File: config.mk
export PLATFORM = sky130hd
export DESIGN_NAME = hall_call_dispatcher
export DESIGN_NICKNAME = d
export VERILOG_FILES = /design/src/rtl/lift_pkg.sv /design/src/rtl/rr_arbiter6.sv /design/src/rtl/hall_call_dispatcher.sv
export SDC_FILE = /design/constraint.sdc
export NUM_CORES = 1
export LEC_CHECK = 0
export CAP_MARGIN = 20
export CORE_MARGIN = 8
export CORE_UTILIZATION = 56
export DETAILED_ROUTE_END_ITERATION = 6
export DONT_BUFFER_PORTS = 1
export MAX_ROUTING_LAYER = met4
export PLACE_DENSITY = 0.71
export SLEW_MARGIN = 20
export SYNTH_ARGS = -nofsm -noshare
export SYNTH_HDL_FRONTEND = slang
export SYNTH_SLANG_ARGS = --single-unit
File: constraint.sdc
create_clock -name clk -period 5.6 [get_ports clk]
set_input_delay 1.12 -clock clk [delete_from_list [all_inputs] [get_ports clk]]
set_output_delay 1.12 -clock clk [all_outputs]
set_load 0.01 [all_outputs]
File: src/rtl/lift_pkg.sv
// Shared definitions for the hall-call dispatcher: call codes, button
// indices, floor encodings, FSM states and index-to-code/floor helpers.
package lift_pkg;

    // Request codes understood by the lift FSM
    localparam logic [2:0] C_NONE = 3'b000;
    localparam logic [2:0] C_1U   = 3'b001;
    localparam logic [2:0] C_2U   = 3'b010;
    localparam logic [2:0] C_3U   = 3'b011;
    localparam logic [2:0] C_2D   = 3'b110;
    localparam logic [2:0] C_3D   = 3'b111;
    localparam logic [2:0] C_4D   = 3'b100;

    // Bit positions of the hall buttons in btn / pending
    localparam logic [2:0] IDX_1U = 3'd0;
    localparam logic [2:0] IDX_2U = 3'd1;
    localparam logic [2:0] IDX_3U = 3'd2;
    localparam logic [2:0] IDX_2D = 3'd3;
    localparam logic [2:0] IDX_3D = 3'd4;
    localparam logic [2:0] IDX_4D = 3'd5;

    // Floor encodings reported by the lift FSM
    localparam logic [1:0] FLOOR_1 = 2'b00;
    localparam logic [1:0] FLOOR_2 = 2'b01;
    localparam logic [1:0] FLOOR_3 = 2'b10;
    localparam logic [1:0] FLOOR_4 = 2'b11;

    typedef enum logic [1:0] {
        S_IDLE,
        S_WAIT,
        S_DWELL
    } state_e;

    function automatic logic [2:0] idx2code(input logic [2:0] idx);
        case (idx)
            IDX_1U:  return C_1U;
            IDX_2U:  return C_2U;
            IDX_3U:  return C_3U;
            IDX_2D:  return C_2D;
            IDX_3D:  return C_3D;
            IDX_4D:  return C_4D;
            default: return C_NONE;
        endcase
    endfunction

    function automatic logic [1:0] idx2floor(input logic [2:0] idx);
        case (idx)
            IDX_1U:          return FLOOR_1;
            IDX_2U, IDX_2D:  return FLOOR_2;
            IDX_3U, IDX_3D:  return FLOOR_3;
            IDX_4D:          return FLOOR_4;
            default:         return FLOOR_1;
        endcase
    endfunction

endpackage

File: src/rtl/rr_arbiter6.sv
// Combinational round-robin picker over the six hall calls. The search
// starts one position after ptr_i and wraps modulo 6; first set bit wins.
module rr_arbiter6 (
    input  logic [5:0] req_i,
    input  logic [2:0] ptr_i,
    output logic       grant_valid_o,
    output logic [2:0] grant_idx_o
);

    logic [2:0] idx;

    // Scan the six positions in priority order starting after the pointer
    always_comb begin
        // NOTE: every output gets a default before the loop so no path
        // leaves a value unassigned, which would otherwise infer a latch.
        grant_valid_o = 1'b0;
        grant_idx_o   = 3'd0;
        idx           = 3'd0;
        for (int k = 1; k <= 6; k++) begin
            idx = 3'((int'(ptr_i) + k) % 6);
            if (!grant_valid_o && req_i[idx]) begin
                grant_valid_o = 1'b1;
                grant_idx_o   = idx;
            end
        end
    end

endmodule

File: src/rtl/hall_call_dispatcher.sv
// Hall-call dispatcher for a 4-floor lift: latches hall buttons, grants one
// call at a time round-robin, holds it until the lift idles at that floor,
// then waits a door dwell before the next grant.
// Optional macro HALL_CALL_TIMEOUT_EN abandons a call after TIMEOUT_CYCLES
// in WAIT (call stays pending, one-cycle timeout_pulse).
module hall_call_dispatcher
    import lift_pkg::*;
#(
    parameter int DWELL_CYCLES   = 4,
    parameter int TIMEOUT_CYCLES = 64
) (
    input  logic       clk,
    input  logic       rst,
    input  logic [5:0] btn,
    input  logic [1:0] lift_floor,
    input  logic       lift_idle,
    output logic [2:0] req_code,
    output logic       req_valid,
    output logic [5:0] pending,
    output logic       busy,
    output logic       timeout_pulse
);

    localparam int DW_W = $clog2(DWELL_CYCLES + 1);

    // Reject parameter values outside the supported ranges at elaboration
    if (DWELL_CYCLES < 1 || DWELL_CYCLES > 255) begin : g_bad_dwell
        $error("DWELL_CYCLES must be in 1..255");
    end
    if (TIMEOUT_CYCLES < 1 || TIMEOUT_CYCLES > 65535) begin : g_bad_timeout
        $error("TIMEOUT_CYCLES must be in 1..65535");
    end

    state_e          state_q;
    logic [5:0]      pending_q, pending_d;
    logic [2:0]      rr_ptr_q;
    logic [2:0]      grant_idx_q;
    logic [2:0]      req_code_q;
    logic            req_valid_q;
    logic            busy_q;
    logic [DW_W-1:0] dwell_cnt_q;
    logic            arrive;
    logic            grant_valid;
    logic [2:0]      grant_idx;

    rr_arbiter6 u_arb (
        .req_i         (pending_q),
        .ptr_i         (rr_ptr_q),
        .grant_valid_o (grant_valid),
        .grant_idx_o   (grant_idx)
    );

    assign arrive = (state_q == S_WAIT) && lift_idle
                    && (lift_floor == idx2floor(grant_idx_q));

    // Next pending set: new presses OR in, served call cleared (clear wins)
    always_comb begin
        pending_d = pending_q | btn;
        if (arrive) begin
            pending_d[grant_idx_q] = 1'b0;
        end
    end

    // Pending-call register (hall lamps)
    always_ff @(posedge clk) begin
        // NOTE: sequential state uses non-blocking assignment so every
        // register samples pre-edge values regardless of block ordering.
        if (rst) pending_q <= '0;
        else     pending_q <= pending_d;
    end

`ifdef HALL_CALL_TIMEOUT_EN
    localparam int TO_W = $clog2(TIMEOUT_CYCLES + 1);
    logic [TO_W-1:0] to_cnt_q;
    logic            timeout_pulse_q;
    assign timeout_pulse = timeout_pulse_q;
`else
    assign timeout_pulse = 1'b0;
`endif

    // Dispatcher FSM with registered request/busy outputs
    always_ff @(posedge clk) begin
        if (rst) begin
            state_q         <= S_IDLE;
            rr_ptr_q        <= IDX_4D;
            grant_idx_q     <= 3'd0;
            req_code_q      <= C_NONE;
            req_valid_q     <= 1'b0;
            busy_q          <= 1'b0;
            dwell_cnt_q     <= '0;
`ifdef HALL_CALL_TIMEOUT_EN
            to_cnt_q        <= '0;
            timeout_pulse_q <= 1'b0;
`endif
        end else begin
`ifdef HALL_CALL_TIMEOUT_EN
            timeout_pulse_q <= 1'b0;
`endif
            case (state_q)
                S_IDLE: begin
                    if (grant_valid) begin
                        state_q     <= S_WAIT;
                        grant_idx_q <= grant_idx;
                        rr_ptr_q    <= grant_idx;
                        req_code_q  <= idx2code(grant_idx);
                        req_valid_q <= 1'b1;
                        busy_q      <= 1'b1;
`ifdef HALL_CALL_TIMEOUT_EN
                        to_cnt_q    <= '0;
`endif
                    end
                end
                S_WAIT: begin
                    if (arrive) begin
                        state_q     <= S_DWELL;
                        req_code_q  <= C_NONE;
                        req_valid_q <= 1'b0;
                        dwell_cnt_q <= DW_W'(DWELL_CYCLES - 1);
                    end
`ifdef HALL_CALL_TIMEOUT_EN
                    else if (to_cnt_q == TO_W'(TIMEOUT_CYCLES - 1)) begin
                        state_q         <= S_IDLE;
                        req_code_q      <= C_NONE;
                        req_valid_q     <= 1'b0;
                        busy_q          <= 1'b0;
                        timeout_pulse_q <= 1'b1;
                    end else begin
                        to_cnt_q <= to_cnt_q + 1'b1;
                    end
`endif
                end
                S_DWELL: begin
                    if (dwell_cnt_q == '0) begin
                        state_q <= S_IDLE;
                        busy_q  <= 1'b0;
                    end else begin
                        dwell_cnt_q <= dwell_cnt_q - 1'b1;
                    end
                end
                default: state_q <= S_IDLE;
            endcase
        end
    end

    assign req_code  = req_code_q;
    assign req_valid = req_valid_q;
    assign busy      = busy_q;
    assign pending   = pending_q;

endmodule
* After elaboration in Yosys (flattened, before gate mapping)
Cells that the tools add are included. Widths: inputs -> output; s select.
Word-level totals: flip-flop bits (word level) 22, input port bits 11, output and inout port bits 12, logic and storage cells 119
Cells by class: add/sub/neg operators 7, divide/modulo/power cells 6, order comparisons 8, equal/unequal tests 17, mux-type cells 44, bitwise gates (word level) 3, reduce and logical (&&, ||, !) cells 26
Operators with widths (count):
- $mod 32x4->32 const B | 6
- $mux 3 | 10
- $lt 3x4->1 const B | 7
- $bmux 1 s3 | 6
- $pmux 3 s6 | 1
- $mux 1 | 16
- $add 3x3->4 const B | 3
- $eq 3x2->1 const B | 4
- $eq 3x3->1 const B | 4
- $pmux 2 s3 | 2
- $pmux 3 s2 | 2
- $reduce_and 3->1 | 4
- $add 3x2->4 const B | 2
- $logic_and 1x1->1 | 8
- $ne 2x2->1 const B | 4
- $and 6x6->6 | 1
- $eq 3x1->1 const B | 2
- $logic_not 3->1 | 2
- $mux 2 | 3
- $mux 6 | 1
- $not 6->6 | 1
- $or 6x6->6 | 1
- $reduce_bool 2->1 | 3
- $logic_not 1->1 | 5
- 11 further kinds | 13

* Longest topological paths before layout
Gate-level depths: netlist (run 1).
word-level depth 24, depth in mapped cells 16

* By module
From an unflattened synthesis (run 1), not the netlist that was laid out.
Unflattened totals: cells, all modules 255, area total of the unflattened synthesis 2120.8 um^2
Modules (own cells, without submodules):
- rr_arbiter6 | times used 1, cells an instance 145, area an instance 1146.1 um^2, sequential area each 0.0 um^2
- hall_call_dispatcher | times used 1, cells an instance 110, area an instance 974.7 um^2, sequential area each 420.4 um^2

* Least setup slack after synthesis (run 1)
OpenSTA, ideal clock, no wires.
kind register to register, start register rr_ptr_q[1], end register req_code_q[1], in the netlist req_code[1], library setup time 0.132 ns, arrival 3.596 ns, path slack 1.872 ns, stages on the path, launching flop included 15, buffers on the path 0, cell sequence dfxtp_1 > inv_1 > ha_1 > a21oi_1 > inv_1 > ha_1 > nor2b_1 > nand3_1 > a21oi_1 > or2_2 > o211ai_1 > or4bb_2 > o211a_2 > o311ai_1 > nand3_1
Between the ends: word-level cells in the longest chain between the ends 24, elaborated cells on any way between the ends 57
Ends and longest elaborated chain:
- from (decl) | line hall_call_dispatcher.sv:36 | logic [2:0] rr_ptr_q;
- from (signal assigned) | line hall_call_dispatcher.sv:104 | rr_ptr_q <= grant_idx;
- $add 3x1->4 | line rr_arbiter6.sv:20 | idx = 3'((int'(ptr_i) + k) % 6);
- $mod 32x4->32 | line rr_arbiter6.sv:20
- $bmux 1 s3 | line rr_arbiter6.sv:21 | if (!grant_valid_o && req_i[idx]) begin
- $mux 1 (implied by the code) | line rr_arbiter6.sv:21
- $mux 1 | line rr_arbiter6.sv:21
- $logic_not 1->1 | line rr_arbiter6.sv:21
- $logic_and 1x1->1 | line rr_arbiter6.sv:21
- $mux 1 | line rr_arbiter6.sv:21
- [... 8 more ...]
- $mux 1 | line rr_arbiter6.sv:21
- $logic_not 1->1 | line rr_arbiter6.sv:21
- $logic_and 1x1->1 | line rr_arbiter6.sv:21
- $mux 3 | line rr_arbiter6.sv:21
- $eq 3x3->1 (tied with other cells) | line lift_pkg.sv:35 | case (idx)
- $pmux 3 s6 | line lift_pkg.sv:35
- $mux 3 | line hall_call_dispatcher.sv:101 | if (grant_valid) begin
- $pmux 3 s2 | line hall_call_dispatcher.sv:99 | case (state_q)
- to (signal assigned) | line hall_call_dispatcher.sv:105 | req_code_q <= idx2code(grant_idx);
- to (decl) | line hall_call_dispatcher.sv:38 | logic [2:0] req_code_q;
Parallel ways exist; a longest one is shown, timed or not. The select of a mux whose other input is x is not followed. A chain may end at the register's enable or synchronous reset.

* Final worst setup path (run 1)
start register rr_ptr_q[1], end register req_code_q[2], in the netlist req_code[2]
The elaborated chain is that of the path after synthesis.

==> flow_metrics.tcl, run 1 <==
set metrics [dict create \
    hold_path_startpoint "dwell_cnt_q[0]" \
    drt-initial-drc-count 150 \
    clk_latency_ns 0.26 \
    ff2ff_path_depth 14 \
    grt_util_all_layers_pct 19.0 \
    first_pass_iters 4 \
    grt_pass1_wl_um 9540 \
    min_to "dwell_cnt_q[0]" \
    max_freq_mhz 215 \
    ant_nets 0 \
    hold_viol_final 0 \
    wirelength_um 5580 \
    die_h_um 78.1 \
    r2r_slack_ns 0.95 \
    synthFlopType "dfxtp_1" \
    first_global_vias 1928 \
    fin_worst_skew_ns 0.00314 \
    ys_types 74 \
    multi_input_area_um2 1620 \
    drc 0 \
    setup_viol 0 \
    fin_tns_setup_ns 0 \
    maxCapViolCount 0 \
    syn_area_um2 2160 \
    r2r_start "rr_ptr_q[1]" \
    grt_max_degree 23 \
    rr_endpoint "req_code[2]" \
    final_cell_area_um2 2210 \
    seq_area_um2 420 \
    placed_area_um2 2160 \
    required_ns 5.73 \
    slew_headroom_pct 45.6 \
    coreArea_um2 3690 \
    hold_depth 1 \
    wire_per_inst_um 18.1 \
    syn_area_per_cell_um2 8.06 \
    cts.sinks 21 \
    root_buffer "clkbuf_8" \
    rsz0062_at_grt "no" \
    synthesis.nets 295 \
    ctsHtreeMaxLevel 1 \
    clock_path_buffers 2 \
    pin_count 23 \
    n_fill_cell 355 \
    hold_class "flip-flop to flip-flop" \
    period_share_pct 83.1 \
    cts_setup_buffers 0 \
    synthCells 268 \
    outcome "complete, no violations" \
    avgViaCountPerCell 6.71 \
    final_cell_mix "21 x dfxtp_1, 19 x nor2_1, 16 x a21oi_1, 16 x ha_1, 15 x inv_1" \
    dp_hpwl_um 4430 \
    final_nets 289 \
    num_vias 2073 \
    worst_slew_pin_slew_ns 0.810 \
    worstSetupPathType "flip-flop to flip-flop" \
    gp_congestion 0.958 \
    holdBufCountCts 0 \
    row_count 22 \
    ys_seq_area_share_pct 19.5 \
    syn_to_final_growth_pct 2.14 \
    synth-edff-count 0 \
    portBuffers 0 \
    cts_tree "yes" \
    final_util_pct 59.8 \
    yosys_warnings 0 \
    antenna_found_initial 0 \
    start_util_pct 58.6 \
    ys_async_sr_fraction_pct 0 \
    cts_buffers 3 \
    path_clk_slew_ns 0.08 \
    cp_max_fo 13 \
    drv_slew 0 \
    num_antenna_cells 0 \
    worst_setup_path_end_kind "flip-flop" \
    min_period_ns 4.65 \
    crit_path_start "rr_ptr_q[1]" \
    final_common_cell "dfxtp_1" \
    ys_ff_latch 21 \
    dieArea_um2 6100 \
    startpoint_type "flip-flop" \
    arrival_ns 4.78 \
    cts_resized 0 \
    drive_gt1_share_pct 11.5 \
    overflow 0 \
    die_w_um 78.1 \
]
-- cells by family after synthesis --
group / count (synthesis) / synth area share, %
other: 1 / 0.174
AOI/OAI and AO/OA: 84 / 30.3
muxes: 12 / 5.96
adders and majority gates: 16 / 9.26
DFF: 21 / 19.5
buffers and inverters: 27 / 5.73
xor gates and xnor gates: 6 / 3.13
and+or+nand+nor: 101 / 25.9
-- worst max path at each step --
stage                             end  cells after the start
after floorplan           req_code[1]                     14
after global placement    req_code[2]                     14
after detailed placement  req_code[2]                     14
after CTS                 req_code[2]                     14
after global routing      req_code[2]                     14
final                     req_code[2]                     14
-- critical path, cell delays in order (launching register included) --
cell and delay [ns]:
dfxtp_1 0.63, inv_1 0.31, ha_1 0.36, a21oi_1 0.44
inv_1 0.12, ha_1 0.31, nor2b_1 0.19, a211oi_1 0.14
nor2_2 0.27, mux2_1 0.37, o21ai_1 0.49, nor4_1 0.14
a211oi_2 0.32, nor2b_1 0.29, a221oi_1 0.12
-- flip-flops by register name (all words and copies together), names as in the netlist --
register and flops:
busy 1, dwell_cnt_q 3, req_code 3, state_q 2, req_valid 1, grant_idx_q 2, rr_ptr_q 3, pending 6
-- synth_stat cells (4+ instances only) --
| master | count | area, um2 |
|---|---|---|
| dfxtp_1 | 21 | 420 |
| nor2_1 | 19 | 71.3 |
| a21oi_1 | 16 | 80.1 |
| ha_1 | 16 | 200 |
| inv_1 | 15 | 56.3 |
| nand2_1 | 14 | 52.6 |
| nand3_1 | 13 | 65.1 |
| o21ai_0 | 10 | 50.1 |
| nor3_1 | 9 | 45.0 |
| and3_1 | 8 | 50.1 |
| mux2i_1 | 7 | 70.1 |
| a311oi_1 | 6 | 52.6 |
| a211oi_1 | 5 | 37.5 |
| nand2b_1 | 5 | 31.3 |
| nor2b_1 | 5 | 31.3 |
| nor4_1 | 5 | 31.3 |
| clkbuf_1 | 4 | 15.0 |
-- layout make-up --
class,count,area share [%]
clock buffers,3,1.87
clock inverters,1,0.227
inverters,15,2.55
multi-input cells,220,73.2
flip-flops and latches,21,19.0
well taps,48,2.72
repair buffers,1,0.340
-- through the flow --
stage	setup WS, ns	instances	hold slack [ns]
6_report	0.946	309	0.475
5_1_grt	0.589	309	0.502
4_1_cts	1.01	309	0.471
3_5_place_dp	1.01	305	0.455
3_3_place_gp	1.04	305	0.453
2_1_floorplan	1.87	268	0.443
-- metal layers --
metal	global-route usage, %	up-vias	share of wire [%]	routed length (um)
li1	-	1006	-	-
met1	23.3	1006	45	2520
met2	32.1	52	49	2740
met3	1.94	9	4.0	221
met4	5.19	0	1.8	100
met5	-	-	0	0
Power of run 1 is left out: the tool's default activity adds up to more than one toggle a clock period on the data nets, which glitch-free logic cannot reach.
==> run 2, diff against run 1 <==
Settings changed: PLACE_DENSITY 0.71 to 0.74.
Clock period 5.6 ns to 3.93 ns, I/O delays scaled along.
==> flow_metrics.tcl, run 2 (synthesis results as in run 1) <==
set metrics [dict create \
    grt_util_all_layers_pct 18.3 \
    antenna_found_initial 0 \
    setup_slack_ns 0.255 \
    fin_tns_setup_ns 0 \
    slew_headroom_pct 46.3 \
    drive_gt1_share_pct 17.7 \
    drc 0 \
    pin_count 23 \
    largest_reg_flops 6 \
    drv_slew 0 \
    dp_hpwl_um 4420 \
    startpoint_type "flip-flop" \
    wirelength_um 5500 \
    dpl.cell_count 314 \
    hold_class "flip-flop to flip-flop" \
    min_period_ns 3.67 \
    crit_path_top_delay_cell "or4bb_2" \
    avgViaCountPerCell 6.35 \
    final_nets 299 \
    die_h_um 78.1 \
    final_cells 319 \
    num_vias 2026 \
    outcome "complete, no violations" \
    worstSetupPathType "flip-flop to flip-flop" \
    first_global_vias 1924 \
    cts_buffers 3 \
    num_antenna_cells 0 \
    worst_setup_path_end_kind "flip-flop" \
    holdBufCountCts 0 \
    syn_to_final_growth_pct 7.41 \
    pre_cts_ws_ns 0.163 \
    cts.sinks 21 \
    first_pass_iters 4 \
    clk_latency_ns 0.25 \
    wire_per_inst_um 17.2 \
    n_fill_cell 337 \
    root_buffer "clkbuf_8" \
    slowest_delay_ns 0.65 \
    maxCapViolCount 0 \
    die_w_um 78.1 \
    whs_ns 0.463 \
    worst_slew_pin_slew_ns 0.799 \
    dieArea_um2 6100 \
    row_count 22 \
    portBuffers 0 \
    coreArea_um2 3690 \
    fin_worst_skew_ns 0.00309 \
    arrival_ns 3.81 \
    clock_path_buffers 2 \
    worstPathCellList "inv_1 -> ha_1 -> nand2_1 -> nand2_1 -> ha_1 -> nand3b_1 -> and3_1 -> o31ai_2 -> a21oi_1 -> o221ai_1 -> or4bb_2 -> o211a_2 -> o311ai_1 -> nand3_1" \
    max_freq_mhz 272 \
    required_ns 4.06 \
    ant_nets 0 \
    final_common_cell "dfxtp_1" \
    hold_viol_final 0 \
    cts_tree "yes" \
    start_util_pct 58.6 \
    ctsHtreeMaxLevel 1 \
    overflow 0 \
    grt_pass1_wl_um 9200 \
    setup_viol 0 \
    drt-initial-drc-count 175 \
    period_share_pct 93.5 \
    path_clk_slew_ns 0.07 \
    cp_max_fo 5 \
    gp_congestion 0.961 \
    grt_max_degree 20 \
    final_cell_mix "21 x dfxtp_1, 19 x nor2_1, 15 x inv_1, 15 x a21oi_1, 15 x ha_1" \
]
[run 2: metrics by stage]
step	instance area (um2)	util, %
3_5_place_dp	2230	60.4
4_1_cts	2270	61.6
6_report	2320	62.9
5_1_grt	2320	62.9
3_3_place_gp	2230	60.4
2_1_floorplan	2160	-
[run 2: worst paths after layout]
| path | slack (ns) | endpoint | cells after the start | start |
|---|---|---|---|---|
| worst max-delay path | 0.26 | req_code[1] | 14 | rr_ptr_q[2] |
| worst min-delay path | 0.46 | dwell_cnt_q[0] | 1 | dwell_cnt_q[0] |
| worst max register to register | 0.26 | req_code[1] | 14 | rr_ptr_q[2] |
| worst min register to register | 0.46 | dwell_cnt_q[0] | 1 | dwell_cnt_q[0] |
[run 2: layer usage]
| layer | up-vias | global-route usage (%) | wire, um |
|---|---|---|---|
| li1 | 1026 | - | - |
| met1 | 962 | 21.5 | 2450 |
| met2 | 32 | 33.0 | 2800 |
| met3 | 6 | 1.37 | 192 |
| met4 | 0 | 4.26 | 51 |
| met5 | - | - | 0 |
[run 2: area by class of cell]
cell class	count	area [um2]	share of cell area, %
flip-flops and latches	21	420	18.1
inverters	15	56.3	2.43
well taps	48	60.1	2.59
multi-input cells	220	1650	71.2
repair buffers	11	86.3	3.72
clock buffers	4	45.0	1.94
[run 2: what timing repair did]
action                                  CTS  global route
endpoints found under the setup margin    0             4
resized for setup                         0            11
hold endpoints to repair                  0             0
buffers inserted                          0             1
[run 2: critical path: cells and delay by family (launching register included)]
family                     cells  cell delay [ns]
and+or+nand+nor                6             1.41
buffers and inverters          1             0.12
DFF                            1             0.41
AOI/OAI and AO/OA              5             1.05
adders and majority gates      2             0.56
Power of run 2 is left out for the same reason.
==> run 3, diff against run 2 <==
Settings changed: CTS_BUF_LIST set to sky130_fd_sc_hd__clkbuf_4, SLEW_MARGIN 20 to 10, SYNTH_HIERARCHICAL set to 1.
==> flow_metrics.tcl, run 3 <==
set metrics [dict create \
    drive_gt1_share_pct 21.5 \
    root_buffer "clkbuf_4" \
    synth-edff-count 0 \
    grt_pass1_wl_um 8260 \
    peakVddDrop_v 0.000481 \
    dieArea_um2 6010 \
    dp_hpwl_um 3710 \
    ys_ff_latch 21 \
    synthesis.nets 282 \
    startpoint_type "flip-flop" \
    hold_class "flip-flop to flip-flop" \
    yosys-top-cells-area "dfxtp_1 20%, ha_1 9.4%, nor2_1 4.4%" \
    max_freq_mhz 270 \
    worst_slew_pin_slew_ns 0.567 \
    antenna_found_initial 0 \
    worstSetupPathType "flip-flop to flip-flop" \
    placed_area_um2 2160 \
    setup_viol 0 \
    slew_headroom_pct 61.1 \
    grt_max_degree 26 \
    pre_cts_ws_ns 0.117 \
    portBuffers 0 \
    first_global_vias 1767 \
    ys_types 74 \
    outcome "complete, no violations" \
    hold_viol_final 0 \
    path_clk_slew_ns 0.12 \
    synth_commonest_cells "25 x nor2_1, 21 x dfxtp_1, 19 x nand2_1" \
    die_h_um 77.5 \
    yosys_warnings 6 \
    cts_tree "yes" \
    drc 0 \
    final_cells 309 \
    dpl.cell_count 300 \
    setup_slack_ns 0.227 \
    period_share_pct 94.2 \
    min_period_ns 3.70 \
    final_cell_mix "25 x nor2_1, 20 x dfxtp_1, 19 x nand2_1" \
    pin_count 23 \
    num_antenna_cells 0 \
    syn_to_final_growth_pct 6.14 \
    final_nets 289 \
    ctsHtreeMaxLevel 1 \
    largest_reg_flops 6 \
    ant_nets 0 \
    grt_util_all_layers_pct 16.3 \
    coreArea_um2 3660 \
    overflow 0 \
    syn_area_per_cell_um2 8.32 \
    fin_worst_skew_ns 0.00850 \
    final_common_cell "nor2_1" \
    arrival_ns 3.89 \
    row_count 22 \
    drv_slew 0 \
    cts.sinks 21 \
    final_cell_area_um2 2250 \
    power.density_nw_per_um2 882 \
    synth_top_cell_area_share_pct 19.8 \
    first_pass_iters 5 \
    num_vias 1839 \
    cp_max_fo 5 \
    maxCapViolCount 0 \
    wirelength_um 4790 \
    finalPower_uw 1990 \
    gp_congestion 0.955 \
    synthCells 255 \
    syn_area_um2 2120 \
    clock_path_buffers 2 \
    wire_per_inst_um 15.5 \
    cts_buffers 3 \
    ys_async_sr_fraction_pct 0 \
    drt-initial-drc-count 117 \
    die_w_um 77.5 \
    avgViaCountPerCell 5.95 \
    synth_top_area_cell "dfxtp_1" \
    start_util_pct 57.9 \
    yosysMostFrequentCell "nor2_1" \
    synthFlopType "dfxtp_1" \
    power_leakage_uw 0.000936 \
    worst_setup_path_end_kind "flip-flop" \
    ys_seq_area_share_pct 19.8 \
    required_ns 4.12 \
    n_fill_cell 328 \
    clk_latency_ns 0.30 \
]
## run 3: power by group
part	switching, uW	internal, uW	total (uW)
combinational	856	701	1560
sequential	64.4	263	327
clock	63.8	37.9	102
## run 3: logic make-up after synthesis
| family | share of synthesized area [%] |
|---|---|
| adders and majority gates | 9.44 |
| other | 0.177 |
| muxes | 6.49 |
| buffers and inverters | 7.31 |
| xor gates and xnor gates | 4.13 |
| DFF | 19.8 |
| and+or+nand+nor | 27.7 |
| AOI/OAI and AO/OA | 24.9 |
## run 3: path summary, 6_finish.rpt
path | start | to | slack [ns] | cells past startpoint
worst max-delay path | rr_ptr_q[1] | req_code[2] | 0.23 | 16
worst min-delay path | dwell_cnt_q[1] | dwell_cnt_q[1] | 0.49 | 1
worst max register to register | rr_ptr_q[1] | req_code[2] | 0.23 | 16
worst min register to register | dwell_cnt_q[1] | dwell_cnt_q[1] | 0.49 | 1
## run 3: timing repair
action                     in CTS  in global routing
setup buffers                   0                  5
setup endpoints to repair       0                  9
hold buffers                    0                  0
resized for setup               0                  7
## run 3: per-layer routing
metal  part of all wire, %  global-route usage, %
met4                  0.67                   6.04
met5                     0                      -
met2                    48                   26.7
met3                   4.0                   1.61
met1                    47                   20.3
## run 3: area by class of cell
type	count	area (um2)	area share, %
Timing Repair Buffer	16	120	5.34
Sequential cell	21	422	18.7
Clock inverter	1	5.00	0.222
Tap cell	48	60.1	2.67
Clock buffer	3	22.5	1.00
Multi-Input combinational cell	207	1570	69.8
Inverter	13	51.3	2.28
## run 3: worst max-delay path: stages (launching register included)
cell      delay [ns]
dfxtp_2         0.35
buf_4           0.15
ha_1            0.21
a21oi_2         0.18
inv_1           0.12
ha_1            0.30
nor2b_1         0.17
a211oi_1        0.14
or2_2           0.36
nor4bb_4        0.40
nor2_1          0.10
o31ai_1         0.28
mux2i_1         0.14
a31oi_2         0.23
buf_4           0.17
mux2i_1         0.19
o32ai_1         0.09
## run 3: through the flow
step	util [%]	TNS [ns]	hold WS [ns]
after floorplan	-	0	0.452
after global placement	59.0	0	0.465
after detailed placement	59.0	0	0.472
after CTS	59.7	0	0.499
after global routing	61.5	-0.0499	0.514
final	61.5	0	0.493
Note: power is estimated with default switching activity, not from simulation.
